`config.mk`:
```
export PLATFORM = sky130hd
export DESIGN_NAME = apb_reg_completer
export DESIGN_NICKNAME = d
export VERILOG_FILES = /design/src/rtl/apb_reg_completer.sv
export SDC_FILE = /design/constraint.sdc
export NUM_CORES = 1
export LEC_CHECK = 0
export ABC_AREA = 1
export CORE_ASPECT_RATIO = 1.4
export CORE_MARGIN = 3
export CORE_UTILIZATION = 35
export CTS_CLUSTER_SIZE = 40
export DETAILED_ROUTE_END_ITERATION = 10
export MAX_ROUTING_LAYER = met4
export PLACE_DENSITY_LB_ADDON = 0.3
export SYNTH_ARGS = -nofsm -noshare
export SYNTH_HDL_FRONTEND = slang
export SYNTH_SLANG_ARGS = --single-unit
```
`constraint.sdc`:
```
create_clock -name PCLK -period 2.3 [get_ports PCLK]
set_clock_uncertainty 0.1 [all_clocks]
set_input_delay 0.575 -clock PCLK [delete_from_list [all_inputs] [get_ports PCLK]]
set_output_delay 0.575 -clock PCLK [all_outputs]
set_load 0.02 [all_outputs]
```
`src/rtl/apb_reg_completer.sv`:
```
`default_nettype none
// ============================================================================
// apb_reg_completer : APB completer with a 32-bit register bank, a read-only
// transfer counter and fixed wait states. APB_PSTRB_EN adds byte strobes.
// Revision: 1.0
// ============================================================================
module apb_reg_completer #(
  parameter int          ADDR_W      = 8,
  parameter int          NUM_REGS    = 8,
  parameter int          WAIT_CYCLES = 2,
  parameter logic [31:0] RESET_VAL   = 32'h0
) (
  input  logic                         PCLK,
  input  logic                         PRESETn,
  input  logic                         PSELx,
  input  logic                         PENABLE,
  input  logic                         PWRITE,
  input  logic [ADDR_W-1:0]            PADDR,
  input  logic [31:0]                  PWDATA,
`ifdef APB_PSTRB_EN
  input  logic [3:0]                   PSTRB,
`endif
  output logic [31:0]                  PRDATA,
  output logic                         PREADY,
  output logic                         PSLVERR,
  output logic [32*(NUM_REGS-1)-1:0]   reg_out
);

  localparam int         c_CNT_IDX = NUM_REGS - 1;
  localparam logic [3:0] c_WAIT    = 4'(WAIT_CYCLES);

  typedef enum logic [1:0] {
    ST_IDLE  = 2'd0,
    ST_WAIT  = 2'd1,
    ST_READY = 2'd2
  } state_t;

  state_t      r_state, w_state_nxt;
  logic [3:0]  r_wait_cnt, w_wait_nxt;
  logic [31:0] r_regs [NUM_REGS-1];
  logic [31:0] r_xfer_cnt;

  logic        w_access, w_setup, w_ready, w_no_setup;
  logic        w_dec_err, w_done;
  logic [31:0] w_idx_ext;
  logic [31:0] w_rd_mux;
  logic [3:0]  w_strb;
  logic        w_strb_err;

  assign w_access  = PSELx & PENABLE;
  assign w_setup   = PSELx & ~PENABLE;
  assign w_idx_ext = 32'(PADDR[ADDR_W-1:2]);

`ifdef APB_PSTRB_EN
  assign w_strb     = PSTRB;
  assign w_strb_err = ~PWRITE & (PSTRB != 4'h0);
`else
  assign w_strb     = 4'hF;
  assign w_strb_err = 1'b0;
`endif

  assign w_dec_err = (PADDR[1:0] != 2'b00)
                   | (w_idx_ext >= 32'(NUM_REGS))
                   | (PWRITE & (w_idx_ext == 32'(c_CNT_IDX)))
                   | w_strb_err;

  always_ff @(posedge PCLK or negedge PRESETn) begin
    if (!PRESETn) begin
      r_state    <= ST_IDLE;
      r_wait_cnt <= 4'd0;
    end else begin
      r_state    <= w_state_nxt;
      r_wait_cnt <= w_wait_nxt;
    end
  end

  always_comb begin
    w_state_nxt = r_state;
    w_wait_nxt  = r_wait_cnt;
    w_ready     = 1'b0;
    w_no_setup  = 1'b0;
    case (r_state)
      ST_IDLE: begin
        if (w_setup) begin
          w_wait_nxt  = c_WAIT;
          w_state_nxt = (WAIT_CYCLES > 0) ? ST_WAIT : ST_READY;
        end else if (w_access) begin
          // Access phase without a preceding setup: reject, stay idle
          w_no_setup = 1'b1;
        end
      end
      ST_WAIT: begin
        if (!PSELx) begin
          w_state_nxt = ST_IDLE;
          w_wait_nxt  = 4'd0;
        end else begin
          w_wait_nxt = r_wait_cnt - 4'd1;
          if (r_wait_cnt <= 4'd1) w_state_nxt = ST_READY;
        end
      end
      ST_READY: begin
        w_ready     = w_access;
        w_state_nxt = ST_IDLE;
      end
      default: w_state_nxt = ST_IDLE;
    endcase
  end

  assign w_done  = w_ready & ~w_dec_err;
  assign PREADY  = w_ready | w_no_setup;
  assign PSLVERR = w_no_setup | (w_ready & w_dec_err);

  // Counter is the default; an RW index overrides it, illegal indices are gated off by w_done
  always_comb begin
    w_rd_mux = r_xfer_cnt;
    for (int i = 0; i < NUM_REGS - 1; i++) begin
      if (w_idx_ext == 32'(i)) w_rd_mux = r_regs[i];
    end
  end

  assign PRDATA = (w_done & ~PWRITE) ? w_rd_mux : 32'h0;

  always_ff @(posedge PCLK or negedge PRESETn) begin
    if (!PRESETn) begin
      for (int i = 0; i < NUM_REGS - 1; i++) r_regs[i] <= RESET_VAL;
    end else if (w_done && PWRITE) begin
      for (int i = 0; i < NUM_REGS - 1; i++) begin
        if (w_idx_ext == 32'(i)) begin
          for (int b = 0; b < 4; b++) begin
            if (w_strb[b]) r_regs[i][8*b +: 8] <= PWDATA[8*b +: 8];
          end
        end
      end
    end
  end

  always_ff @(posedge PCLK or negedge PRESETn) begin
    if (!PRESETn) r_xfer_cnt <= 32'h0;
    else if (w_done) r_xfer_cnt <= r_xfer_cnt + 32'd1;
  end

  genvar gi;
  generate
    for (gi = 0; gi < NUM_REGS - 1; gi++) begin : g_reg_out
      assign reg_out[32*gi +: 32] = r_regs[gi];
    end
  endgenerate

endmodule
`default_nettype wire

```
* Word-level counts from Yosys, hierarchy flattened
Index checks and enable logic that the tools add are counted.
** Cells by class
- Add/sub/neg operators :: 2
- $lt $le $gt $ge :: 2
- Equality and inequality tests :: 11
- Multiplexer cells :: 19
- Bitwise gates (word level) :: 13
- Reduce and logical (&&, ||, !) cells :: 14
** Operators by type and width (count)
- 32-bit two-way mux :: 8
- 32-bit by 1-bit adder with 32-bit output, second input constant :: 1
- 32-bit logical NOT :: 1
- 6-bit by 3-bit == test with 1-bit output, second input constant :: 4
- 2-bit AND reduction :: 9
- 6-bit by 2-bit == test with 1-bit output, second input constant :: 2
- 4-bit two-way mux :: 2
- 4-bit case mux with 2 select lines :: 1
- 1-bit AND :: 6
- 6-bit by 1-bit == test with 1-bit output, second input constant :: 1
- 6-bit by 4-bit greater-or-equal comparator with 1-bit output, second input constant :: 1
- 2-bit two-way mux :: 3
- 4-bit by 1-bit <= comparator with 1-bit output, second input constant :: 1
- 1-bit two-way mux :: 4
- 1-bit OR :: 4
- 2-bit case mux with 2 select lines :: 1
- 2-bit nonzero test :: 2
- 4-bit by 1-bit subtractor with 4-bit output, second input constant :: 1
- 3-bit != test, second input constant :: 1
- 1-bit inverter :: 3
- 2-bit by 1-bit == test with 1-bit output, second input constant :: 1
- 2-bit == test, second input constant :: 1
- 2-bit logical NOT :: 1
- 2-bit != test, second input constant :: 1
- 1-bit logical AND :: 1
** Word-level totals
- Flip-flop bits (word level) :: 262
- Input bits :: 45
- Word-level logic and storage cells :: 71

* Longest topological paths before layout
Gate-level depths: netlist of run 1.
- Word-level depth :: 9
- Mapped depth :: 13

* Worst setup path before layout of run 1
No wires, ideal clock.
- Path kind :: input to output
- From :: input PENABLE
- To :: output PRDATA[0]
- Arrival time :: 2119 ps
- Data required time :: 1625 ps
- Path slack :: -494 ps
- Stages on the path :: 9
- Cells stage by stage :: nand2_1 > nor2_1 > inv_1 > nor2_1 > nand2_2 > nor2_1 > buf_2 > o21ai_0 > a21oi_1
** Between the ends
- Word-level cells in the longest chain between the ends :: 5
** Ends and longest elaborated chain
- start: declaration :: RTL line 16 : input logic PENABLE,
- 1-bit AND :: RTL line 50 : assign w_access = PSELx & PENABLE;
- 1-bit two-way mux :: RTL line 82 : case (r_state)
- 1-bit AND :: RTL line 109 : assign w_done = w_ready & ~w_dec_err;
- 1-bit AND :: RTL line 121 : assign PRDATA = (w_done & ~PWRITE) ? w_rd_mux : 32'h0;
- 32-bit two-way mux :: RTL line 121
- end: declaration :: RTL line 23 : output logic [31:0] PRDATA,
No other way between the ends.

* Worst setup path after layout of run 1
- From :: input PADDR[4]
- To :: output PRDATA[9]
** Between the ends
- Word-level cells in the longest chain between the ends :: 9
- Elaborated cells between the ends (all ways) :: 23
- Those cells by class :: 1 x order compare; 7 x eq/ne; 8 x mux; 6 x bitwise; 1 x reduce/logical
** Ends and longest elaborated chain
- start: declaration :: RTL line 18 : input logic [ADDR_W-1:0] PADDR,
- 32-bit logical NOT :: RTL line 117 : if (w_idx_ext == 32'(i)) w_rd_mux = r_regs[i];
- 32-bit two-way mux (7 in series) :: RTL line 117
- 32-bit two-way mux * :: RTL line 121
Mark *: on every way between the ends. The rest lies on a longest branch, timed or not.

==> results.yml, run 1 <==
clocking:
  clock-sinks: 262
  cts.path.max_buffers: 3
  htree_levels: 1
  clock_latency_ns: 0.56
  cts-root-buf: "clkbuf_16"
  cts_tree: "built"
  clkTransAtPathRegs_ns: 0.06
  cts_buffers: 28
worst_setup_path:
  cp_num_buf_inv: 6
  critPathKind: "primary input to output port"
  slowest_delay_ns: 0.21
  arrival_ns: 2.25
  cp_max_fo: 8
  critPathMostFrequentCell: "buf_6"
  end_kind: "output port"
  start_kind: "primary input"
  cp.required_ns: 1.62
  crit_family: "simple AND/OR/NAND/NOR gates"
  crit_chain: "buf_6 -> nor2_4 -> nand2_4 -> buf_6 -> nor2_4 -> inv_6 -> buf_12 -> buf_8 -> or2_0 -> nand3_1 -> nand2_1 -> nand2_2 -> a21oi_4 -> buf_6"
  crit_slowest_cell: "or2_0"
synth:
  ys_seq_area_frac: 0.512
  netlist_area_sq_um: 12800
  ys_ff_latch: 262
  yosys.area.top_type_share: 0.512
  yosysTopAreaCell: "dfrtp_1"
  postSynthAreaPerCell_sq_um: 7.79
  yosysWarnings: 0
  yosys.cell_types.count: 33
  syn_inst: 1642
  syn_nets: 1690
  yosys-top-cells-area: "dfrtp_1, nand2_1, o21ai_0"
power:
  leakage_nw: 10.9
  ir_drop_uv: 512
  clkPwrFrac: 0.460
  p_sw_mw: 2.50
  p_int_mw: 7.79
  combPwrFrac: 0.084
  p_sw_frac: 0.243
  seqPwrFrac: 0.455
  power.density_nw_per_um2: 497
timing:
  min_period_ns: 2.92
  whs_ns: 0.374
  setup_violations: 32
  fmax_mhz: 342
  grt_setup_unrepaired: "yes"
  tns_ns: -18.63
  final_max_slew_viol_count: 0
  tightest_slew_ns: 0.579
  fin_crit_sh: 1.27
  timing.final.ws_setup_ns: -0.623
  slew_headroom: 0.611
  finalHoldViolCount: 0
detailed_routing:
  wire_per_inst_um: 20.2
  antenna_left: 0
  first_pass_iters: 5
  vias: 13452
  wirelength_mm: 52.5
  dr.first_iter.drc_count: 1093
  drc_errors: 0
  viasPerCell: 5.19
floorplan:
  initial_utilization: 0.356
  fp.dieH_um: 232
  io_pins: 303
  rows: 82
  coreArea_sq_um: 35900
  die_width_um: 168
  dieArea_sq_um: 38900
placement:
  dp_hpwl_mm: 36.5
  gp_congestion: 0.957
  place_ws_ns: -1.48
  portBuffers: 302
job:
  cap_violations: 0
final_layout:
  final_nets: 2157
  fill_cells: 3219
  drive_above_1_share: 0.252
  post-route-util: 0.576
  syn2layout_area_growth_pct: 61.6
  register_area_sq_um: 6560
  multi_input_area_sq_um: 6460
status:
  status: "complete, but fails checks"
  violations: "negative setup slack"
min_path:
  hp-class: "primary input to asynchronous set/reset pin"
grt:
  grt_pass1_vias: 13422
  gr-usage-all-layers: 0.265
  overflow: 0
  grt_pass1_wl_mm: 78.5
  grt_max_degree: 65
  antenna_found_initial: 1
-- power groups by stage --
| stage | logic, mW | registers [mW] | clock network, mW |
|---|---|---|---|
| floorplan | 0.370 | 4.77 | 0 |
| global placement | 0.770 | 4.77 | 0 |
| detailed placement | 0.793 | 4.77 | 0 |
| CTS | 0.849 | 4.69 | 4.81 |
| global route | 0.959 | 4.69 | 4.99 |
| finish | 0.869 | 4.69 | 4.74 |
-- layout make-up --
class | instances | share of cell area
tap | 462 | 0.0279
timing repair buffer | 529 | 0.274
antenna | 2 | 0.000242
sequential | 262 | 0.317
clock buffer | 42 | 0.0398
inverter | 115 | 0.0220
multi-input combinational | 1173 | 0.312
clock inverter | 9 | 0.00653
-- cell usage in the layout, fill, tap and decap left out, types with 3 or more instances in the layout --
cell type,n
nand2_1,415
or2_4,3
clkbuf_8,7
a21oi_2,5
buf_16,8
xor2_1,29
nand2_2,60
clkbuf_16,31
buf_8,6
ha_1,3
buf_12,44
inv_2,3
dlygate4sd2_1,87
o21ai_1,4
inv_1,107
clkinv_2,4
or2_2,22
nand2_4,7
o21ai_2,16
clkdlybuf4s50_1,120
nor2_4,12
a21oi_1,66
or2_0,13
o21ai_4,12
nor2_1,95
nand3_2,50
o21ai_0,241
clkbuf_1,7
buf_6,44
dlymetal6s2s_1,54
bufinv_16,3
a21oi_4,27
buf_2,3
dfrtp_1,262
nand4_1,12
nor3_1,21
nand3_1,46
buf_4,156
-- layer usage --
layer | share of wire | global-route usage | up-vias | wire length, um
li1 | - | - | 6262 | -
met1 | 0.39 | 0.316 | 6516 | 20300
met2 | 0.49 | 0.434 | 529 | 25700
met3 | 0.071 | 0.0557 | 145 | 3730
met4 | 0.051 | 0.122 | 0 | 2690
met5 | 0 | - | - | 0
-- kinds of logic (layout without fill, tap and decap cells) --
group           after synthesis  count (layout)  synth area share
fa+ha+maj                     3               3           0.00293
flops                       262             262             0.512
simple gates                763             763             0.251
xor+xnor                     30              30            0.0205
other cells                   0               2                 0
buf+inv                     207             695            0.0648
compound gates              377             377             0.149
-- Yosys cell counts (all sizes together) --
library cell and instances:
nand2 482, o21ai 273, dfrtp 262, inv 114, nor2 109, a21oi 98
nand3 97, clkbuf 52, buf 40, or2 38, xor2 29, nor3 21
nand4 12, ha 3, a31oi 2, nand3b 2, o22ai 2, clkinv 1
nor3b 1, nor4 1, o211ai 1, o21a 1, xnor2 1
-- per-stage QoR --
| stage | instances | area, sq um | power, mW |
|---|---|---|---|
| 3_3_place_gp | 2495 | 18300 | 5.54 |
| 2_1_floorplan | 1642 | 13300 | 5.14 |
| 3_5_place_dp | 2495 | 18300 | 5.57 |
| 6_report | 2594 | 20700 | 10.3 |
| 5_1_grt | 2593 | 20700 | 10.6 |
| 4_1_cts | 2581 | 20200 | 10.3 |
-- what timing repair did --
action	CTS	global route
endpoints found under the setup margin	104	86
resized for setup	482	98
setup buffers	26	8
gates cloned	10	3
endpoints found under the hold margin	29	0
hold buffers	1	0
pin swaps	39	36
-- flip-flops by register name, summed over array words and instances, names as in the netlist --
| register | count |
|---|---|
| reg_out | 224 |
| r_xfer_cnt | 32 |
| r_wait_cnt | 4 |
| r_state | 2 |
-- path summary, 6_finish.rpt --
path | cells past startpoint | to | start | slack [ns]
min | 2 | reg_out[167] | PRESETn | 0.37
max reg2reg | 8 | r_xfer_cnt[19] | r_xfer_cnt[6] | 0.24
max | 14 | PRDATA[9] | PADDR[4] | -0.62
min reg2reg | 2 | r_xfer_cnt[30] | r_xfer_cnt[30] | 0.39
max in group asynchronous | 3 | reg_out[184] | PRESETn | 1.04
min in group PCLK | 4 | r_state[0] | PENABLE | 0.38
Power figures use the tool's default switching activity.
==> inputs of run 2 (changes only) <==
--- a/config.mk
+++ b/config.mk
@@ -12,7 +12,6 @@
 export CTS_CLUSTER_SIZE = 40
 export DETAILED_ROUTE_END_ITERATION = 10
 export MAX_ROUTING_LAYER = met4
-export PLACE_DENSITY_LB_ADDON = 0.3
 export SYNTH_ARGS = -nofsm -noshare
 export SYNTH_HDL_FRONTEND = slang
 export SYNTH_SLANG_ARGS = --single-unit
==> run 2 against run 1 <==
Net effect: non-clock buffer count up 9; hold slack improved by 0.016 ns; the flow still finishes with violations (negative setup slack); flip-flop and latch count is the same; largest power group is now registers; worst setup slack better by 0.029 ns; total power is 1.0% lower; register-to-register slack got worse by 0.17 ns; largest cell class unchanged.
==> results.yml, run 2 (synthesis results as in run 1) <==
placement:
  dp_hpwl_mm: 37.4
  portBuffers: 302
  dp.cells: 2503
  placed_area_sq_um: 18300
  gp_congestion: 0.925
  place_ws_ns: -1.45
timing:
  final_max_slew_viol_count: 0
  setup_violations: 33
  finalHoldViolCount: 0
  grt_setup_unrepaired: "yes"
  timing.final.ws_setup_ns: -0.594
  whs_ns: 0.389
  min_period_ns: 2.89
  fmax_mhz: 346
  tns_ns: -17.83
  slew_headroom: 0.641
  fin_crit_sh: 1.26
  tightest_slew_ns: 0.538
grt:
  grt_busiest_layer: "met2"
  grt_max_degree: 65
  met2_usage: 0.453
  grt_pass1_wl_mm: 80.1
  grt_util_met1: 0.339
  grt_pass1_vias: 12919
  grtUsageMet3: 0.0470
  overflow: 0
  gr-usage-all-layers: 0.275
  antenna_found_initial: 0
final_layout:
  syn2layout_area_growth_pct: 62.8
  final_common_cell: "nand2_1"
  largest_reg_flops: 224
  final_nets: 2168
  layout_common_cells: "nand2_1, dfrtp_1, o21ai_0, buf_4, clkdlybuf4s50_1"
  finalInstanceArea_sq_um: 20800
  num_antenna_cells: 0
  final_cells: 2602
  drive_above_1_share: 0.268
job:
  cap_violations: 0
power:
  ir_drop_uv: 547
  power.density_nw_per_um2: 489
  p_sw_frac: 0.253
  clkPwrFrac: 0.450
  p_int_mw: 7.60
  p_sw_mw: 2.58
  seqPwrFrac: 0.460
  combPwrFrac: 0.090
  leakage_nw: 10.9
min_path:
  hold_start: "PSELx"
  hold_end: "r_state[1]"
  hold_path_depth: 3
  hp-class: "primary input to flop"
worst_setup_path:
  r2r-start: "r_state[0]"
  crit-reg2reg-capture: "reg_out[21]"
  start_kind: "primary input"
  reg2reg_slack_ns: 0.07
  crit_start: "PADDR[5]"
  arrival_ns: 2.22
  critPathKind: "primary input to output port"
  cp.required_ns: 1.62
  cp_max_fo: 8
  reg2regPathDepth: 11
  end_kind: "output port"
floorplan:
  io_pins: 303
  dieArea_sq_um: 38900
  fp.dieH_um: 232
  coreArea_sq_um: 35900
  rows: 82
  die_width_um: 168
  initial_utilization: 0.356
detailed_routing:
  drc_errors: 0
  dr.first_iter.drc_count: 921
  first_pass_iters: 5
  viasPerCell: 5.13
  wirelength_mm: 54.8
  antenna_left: 0
  vias: 13359
  wire_per_inst_um: 21.1
clocking:
  clock-sinks: 262
  cts.path.max_buffers: 3
  clock_latency_ns: 0.56
  clkTransAtPathRegs_ns: 0.06
  htree_levels: 1
  cts_tree: "built"
  cts-root-buf: "clkbuf_16"
  cts_buffers: 29
status:
  violations: "negative setup slack"
  status: "complete, but fails checks"
run 2: stage by stage:
step	power, mW	utilization
after CTS	10.2	0.559
after detailed placement	5.58	0.510
final	10.2	0.580
after global routing	10.5	0.580
after global placement	5.56	0.510
after floorplan	5.14	-
run 2: worst max-delay path: stages:
cell	delay [ns]
buf_4	0.13
nor2_4	0.18
buf_4	0.17
nand3_4	0.15
clkbuf_16	0.23
nand2_1	0.07
nand3_1	0.09
nand3_2	0.09
nand3_2	0.08
nand2_2	0.09
nand2_2	0.08
a21oi_4	0.15
buf_6	0.13
run 2: how the worst max path moves through the flow:
stage	endpoint	slack, ns	cells past startpoint
floorplan	PRDATA[16]	-0.18	11
global placement	PRDATA[10]	-1.42	12
detailed placement	PRDATA[12]	-1.45	12
CTS	PRDATA[30]	-0.62	12
global route	PRDATA[30]	-0.66	16
finish	PRDATA[10]	-0.59	13
run 2: power by group through the flow:
stage               Sequential (mW)  Clock, mW  Combinational, mW
floorplan                      4.77          0              0.370
global route                   4.69       4.85               1.00
global placement               4.77          0              0.792
CTS                            4.69       4.67              0.866
finish                         4.69       4.58              0.916
detailed placement             4.77          0              0.811
run 2: repair_timing:
| item | 4_1_cts | 5_1_grt |
|---|---|---|
| resized for setup | 465 | 150 |
| setup buffers | 16 | 9 |
| hold endpoints to repair | 52 | 0 |
| hold buffers | 1 | 0 |
| pin swaps | 47 | 40 |
| cloned | 13 | 9 |
| setup endpoints to repair | 329 | 79 |
run 2: layout make-up:
cell class | count | area, sq um
clock inverters | 14 | 129
repair buffers | 538 | 5790
inverters | 115 | 462
well taps | 462 | 578
repair inverters | 1 | 3.75
clock buffers | 37 | 776
multi-input cells | 1173 | 6540
flip-flops and latches | 262 | 6560
fillers | 3328 | 15100
run 2: per-layer routing:
metal  wire (um)  vias up
met5           0        -
li1            -     6300
met2       27100      464
met1       21900     6478
met3        3100      117
met4        2700        0
==> patch 1, RTL diff (flow settings as in run 1) <==
`ADDR_W`: 8 -> 10.
--- a/src/rtl/apb_reg_completer.sv
+++ b/src/rtl/apb_reg_completer.sv
@@ -7,3 +7,3 @@
 module apb_reg_completer #(
-  parameter int          ADDR_W      = 8,
+  parameter int          ADDR_W      = 10,
   parameter int          NUM_REGS    = 8,
Ports: changed (resized PADDR); port bits go from 303 to 305. No check against the original RTL was run, so the function may have changed too.
==> patch 1 against run 1 <==
The run still ends with negative setup slack left. Synthesized cell count up 4.3%. Final area up 3.1%. Setup slack worse by 0.023 ns. Fmax down 0.78%. Cell count up 2.9%. Power down 1.5%. Wire length up 2.3%. Sequential cell count unchanged. Die area up 4.8%. Utilization down 1.1 points. Area after synthesis up 5.0%.
==> patch 1: results (changes against run 1) <==
** Synthesis
- Register area share after synthesis :: 48.80% (-2.4 points)
- The number of distinct library cells after synthesis came to 35 (+6.1%).
- Dominant cells by area after synthesis :: sky130_fd_sc_hd__dfrtp_1, sky130_fd_sc_hd__nand2_1, sky130_fd_sc_hd__o21ai_1
- The share of synthesized cell area in full adder, half adder and majority cells was 0.2794% (-0.014 points).
- Commonest cells post-synth :: sky130_fd_sc_hd__nand2_1, sky130_fd_sc_hd__dfrtp_1, sky130_fd_sc_hd__o21ai_1, sky130_fd_sc_hd__inv_1, sky130_fd_sc_hd__nand3_1
- Post-synthesis share of cell area spent on xor and xnor gates :: 1.891% (-0.16 points)
- The synthesis warning total was 0 (unchanged).
- The net count after synthesis came to 1,762 (+4.3%).

** Route
- The detailed-routed wire length on met2 was 26,100 um (+1.5%).
- The number of DRC violations after detailed-routing iteration 0 came to 1,251 (+14%).
- The total via count in the routed design is 14.01k (+4.2%).
- Sum of met3 wire segment lengths after detailed routing :: 3221 um (-14%)
- The count of TritonRoute iterations in the first routing pass is 5 (unchanged).
- Total routed wire length on the met1 layer :: 21,510 um (+5.7%)

** Timing
- The final setup violation count came to 33 (+3.1%).
- The final worst-path setup slack came to -0.6456 ns (-0.02288 ns).
- Slew margin rel. :: 68.19% (+7.1 points)
- The total negative slack for setup checks is -20.05 ns (-1.423 ns).

** Power and ir drop
- The peak supply drop is 0.0004730 V (-7.6%).
- The static leakage came to 11.15 nW (+2.4%).
- The clock network power consumption is 4.55 mW (-4%).
- The share of power burned in combinational logic is 8.7% (+0.3 points).
- Total chip power :: 10.13 mW (-1.5%)
- The internal power of the cells is 7.609 mW (-2.3%).

** Setup path
- Reg-to-reg critical path endpoint :: r_xfer_cnt[24]$_DFFE_PN0N_
- Crit Path Max Fanout :: 6 (-2)
- In this run the worst setup path terminates at PRDATA[30].
- Data arrival time of the worst path :: 2.27 ns (+0.02 ns)
- The worst reg-to-reg setup slack came to 0.07 ns (-0.17 ns).

** Global route
- Tot GR Track Use :: 26.11% (-0.41 points)
- Largest net degree at the start of global routing :: 64 (-1.5%)
- Initial antenna violation count :: 0 (-1)
- The wire length of the first global-routing pass is 80,410 um (+2.5%).
- Global Route met1 Usage :: 33.35% (+1.8 points)
- Met2 track demand over resource :: 41.91% (-1.5 points)
- Met3 track demand over resource in global routing :: 3.066% (-2.5 points)
- Number of global-route vias before repair :: 13.58k (+1.1%)

** Status
- The checks that failed: negative setup slack.
- Run status :: finished, violations left

** Hold path
- Worst hold-check path type :: in2reg
- Worst hold path endpoint :: r_wait_cnt[2]$_DFFE_PN0P_

** Final layout
- Share of final-layout standard cells stronger than drive strength 1 :: 25.35% (+0.19 points)
- The net count reported at finish is 2,234 (+3.6%).
- The number of antenna diodes came to 0 (-2).
- The number of filler instances in the final layout is 3,344 (+3.9%).

** Placement
- The number of input and output port buffers inserted was 304 (+0.66%).
- The routability congestion estimate from global placement came to 0.9271 (-3.1%).
[patch 1: stage by stage]
stage	cells	utilization [%]	hold slack [ns]	setup WS [ns]	cell area, um^2
6_report	2670	56.51	0.3580	-0.6456	21320
5_1_grt	2670	56.51	0.3734	-0.7223	21320
4_1_cts	2665	54.64	0.4034	-0.7344	20610
3_5_place_dp	2587	50.04	0.3970	-1.673	18880
3_3_place_gp	2587	50.04	0.3913	-1.627	18880
2_1_floorplan	1712	-	0.1794	-0.1944	13900
[patch 1: critical path: stages]
cell and delay, ns:
sky130_fd_sc_hd__buf_6 0.10, sky130_fd_sc_hd__nor2_4 0.09, sky130_fd_sc_hd__nand2_2 0.07, sky130_fd_sc_hd__buf_12 0.15
sky130_fd_sc_hd__buf_8 0.14, sky130_fd_sc_hd__nor2_4 0.16, sky130_fd_sc_hd__buf_12 0.17, sky130_fd_sc_hd__buf_12 0.13
sky130_fd_sc_hd__a21oi_4 0.06, sky130_fd_sc_hd__nand2_2 0.07, sky130_fd_sc_hd__nand3_2 0.09, sky130_fd_sc_hd__nand3_2 0.09
sky130_fd_sc_hd__nand2_2 0.07, sky130_fd_sc_hd__a21oi_4 0.16, sky130_fd_sc_hd__buf_6 0.13
[patch 1: repair_timing]
action | CTS | global route
gates cloned | 11 | 4
gates resized for setup | 465 | 182
hold buffers | 1 | 0
endpoints found under the hold margin | 32 | 0
setup buffers | 25 | 5
pin swaps | 40 | 82
setup endpoints to repair | 162 | 76
[patch 1: cell type report]
cell class / count / area (um^2) / area share [%]
clock buffer: 37 / 795.8 / 3.732
timing repair buffer: 546 / 5797 / 27.19
clock inverter: 6 / 86.33 / 0.4049
inverter: 149 / 569.3 / 2.670
multi-input combinational: 1197 / 6927 / 32.48
tap: 473 / 591.8 / 2.775
sequential: 262 / 6556 / 30.75
==> patch 2, RTL diff (settings of run 1) <==
Without the edit above. The 3 states of `state_t` get a one-hot encoding in 3 bits.
--- a/src/rtl/apb_reg_completer.sv
+++ b/src/rtl/apb_reg_completer.sv
@@ -31,6 +31,6 @@
 
-  typedef enum logic [1:0] {
-    ST_IDLE  = 2'd0,
-    ST_WAIT  = 2'd1,
-    ST_READY = 2'd2
+  typedef enum logic [2:0] {
+    ST_IDLE  = 3'b001,
+    ST_WAIT  = 3'b010,
+    ST_READY = 3'b100
   } state_t;
Formal check against the unedited RTL: no difference found for any inputs over 4 cycles, from zero or initial values and one cycle with PRESETn low; so few cycles prove little.
==> patch 2 against run 1 <==
The run still ends with negative setup slack left. Non-clock buffer count rose by 40. Setup slack improved by 0.021 ns. Sequential cell count rose by 1. Final area rose by 1.4%. Die area rose by 1.3%. Area after synthesis rose by 1.3%. Power fell by 1.7%. Critical path depth did not move. Global-route usage fell by 0.79 points. Wire length fell by 1.7%. Critical endpoint is now PRDATA[16]. Largest cell class unchanged.
==> patch 2: results (changes against run 1) <==
** Status
- Run status :: finished, violations left
- The final reports fail on negative setup slack.

** Synthesis
- Dominant cells by area after synthesis :: sky130_fd_sc_hd__dfrtp_1, sky130_fd_sc_hd__nand2_1, sky130_fd_sc_hd__o21ai_0
- The area share of xor/xnor cells in the synthesized design was 2.094% (+0.041 points).
- The commonest cells after synthesis are sky130_fd_sc_hd__nand2_1, sky130_fd_sc_hd__dfrtp_1, sky130_fd_sc_hd__o21ai_0, sky130_fd_sc_hd__a21oi_1, sky130_fd_sc_hd__inv_1.
- The part of the Yosys area used for sequential elements was 50.76% (-0.46 points).
- The net count after synthesis came to 1,634 (-3.3%).
- The share of synthesized cell area in full adder, half adder and majority cells is 0.2895% (-0.0038 points).
- Distinct cell type count of the synthesized netlist :: 39 (+18%)
- Synth Area per Inst :: 8.176 um^2 (+4.9%)

** Placement
- Placement-stage cell area :: 18,650 um^2 (+1.9%)
- The number of placed instances, taps included was 2,483 (-0.48%).
- Worst Setup Slack post-DPL :: -1.494 ns (-0.01833 ns)
- The HPWL after detailed placement was 37,580 um (+2.9%).

** Setup path
- The longest individual stage delay on the worst path is 0.18 ns (-0.03 ns).
- The critical path data arrival time is 2.23 ns (-0.02 ns).
- The slowest stage of the critical path belongs to the cell sky130_fd_sc_hd__buf_12.

** Hold path
- Worst hold-check path type :: reg2reg

** Final layout
- Share of final-layout standard cells stronger than drive strength 1 :: 30.71% (+5.6 points)
- The number of antenna diodes came to 0 (-2).
- The net count reported at finish is 2,140 (-0.79%).

** Route
- Number of design-rule violations left by the first detailed-router iteration :: 1,246 (+14%)
- Average routed wire per standard cell :: 20.03 um (-1.0%)
- Pre-antenna DRT Iters :: 6 (+1)
- Vias per std cell :: 5.202 (+0.32%)

** Timing
- The tightest slew margin relative to the limit was 66.71% (+5.6 points).
- Final number of setup-violating endpoints :: 34 (+6.3%)
- The final worst-path setup slack was -0.6020 ns (+0.02066 ns).

** Global route
- The initial antenna violation count is 0 (-1).
- Tot GR Track Use :: 25.73% (-0.79 points)
- Number of global-route vias before repair :: 12.86k (-4.2%)

** Clock network
- CTS-repair resized insts :: 513 (+6.4%)

** Power and ir drop
- VDD IR max :: 0.0006049 V (+18%)
## patch 2: changes by cell type after synthesis, sizes merged, moves of 4 or more
| cell | run 1 | this run |
|---|---|---|
| a21oi | 98 | 127 |
| o211ai | 1 | 32 |
| inv | 114 | 127 |
| nand3 | 97 | 78 |
| or2 | 38 | 31 |
| nor3 | 21 | 17 |
| nor2 | 109 | 45 |
| nand4 | 12 | 16 |
| nand2 | 482 | 436 |
## patch 2: cell type report
type	instances	area, um^2	share of cell area [%]
flip-flops and latches	263	6583	31.37
repair buffers	569	5852	27.89
clock buffers	38	809.5	3.858
clock inverters	13	101.3	0.4830
well taps	462	578.1	2.755
multi-input cells	1103	6573	31.32
inverters	127	486.7	2.320
## patch 2: path summary, 6_finish.rpt
check / depth (start not counted) / from / end / slack (ns)
max: 14 / PADDR[6] / PRDATA[16] / -0.60
min: 2 / reg_out[95]$_DFFE_PN0P_ / reg_out[95]$_DFFE_PN0P_ / 0.40
max reg2reg: 11 / r_state[0]$_DFFE_PN1P_ / reg_out[176]$_DFFE_PN0P_ / 0.11
min reg2reg: 2 / reg_out[95]$_DFFE_PN0P_ / reg_out[95]$_DFFE_PN0P_ / 0.40
max in group asynchronous: 3 / PRESETn / r_state[0]$_DFFE_PN1P_ / 1.00
min in group asynchronous: 2 / PRESETn / reg_out[163]$_DFFE_PN0P_ / 0.42
## patch 2: where the power goes
| part | internal, mW | switching [mW] |
|---|---|---|
| clock | 2.57 | 1.94 |
| combinational | 0.357 | 0.543 |
| sequential | 4.67 | 0.0245 |
| total | 7.60 | 2.51 |
## patch 2: metal layers
metal  vias to the layer above  routed length [um]  global-route usage, %
met2                       516               26180                  43.77
met5                         -                   0                      -
met1                      6525               20280                  31.76
li1                       6253                   -                      -
met4                         0                1861                  8.058
met3                       102                3253                  3.777
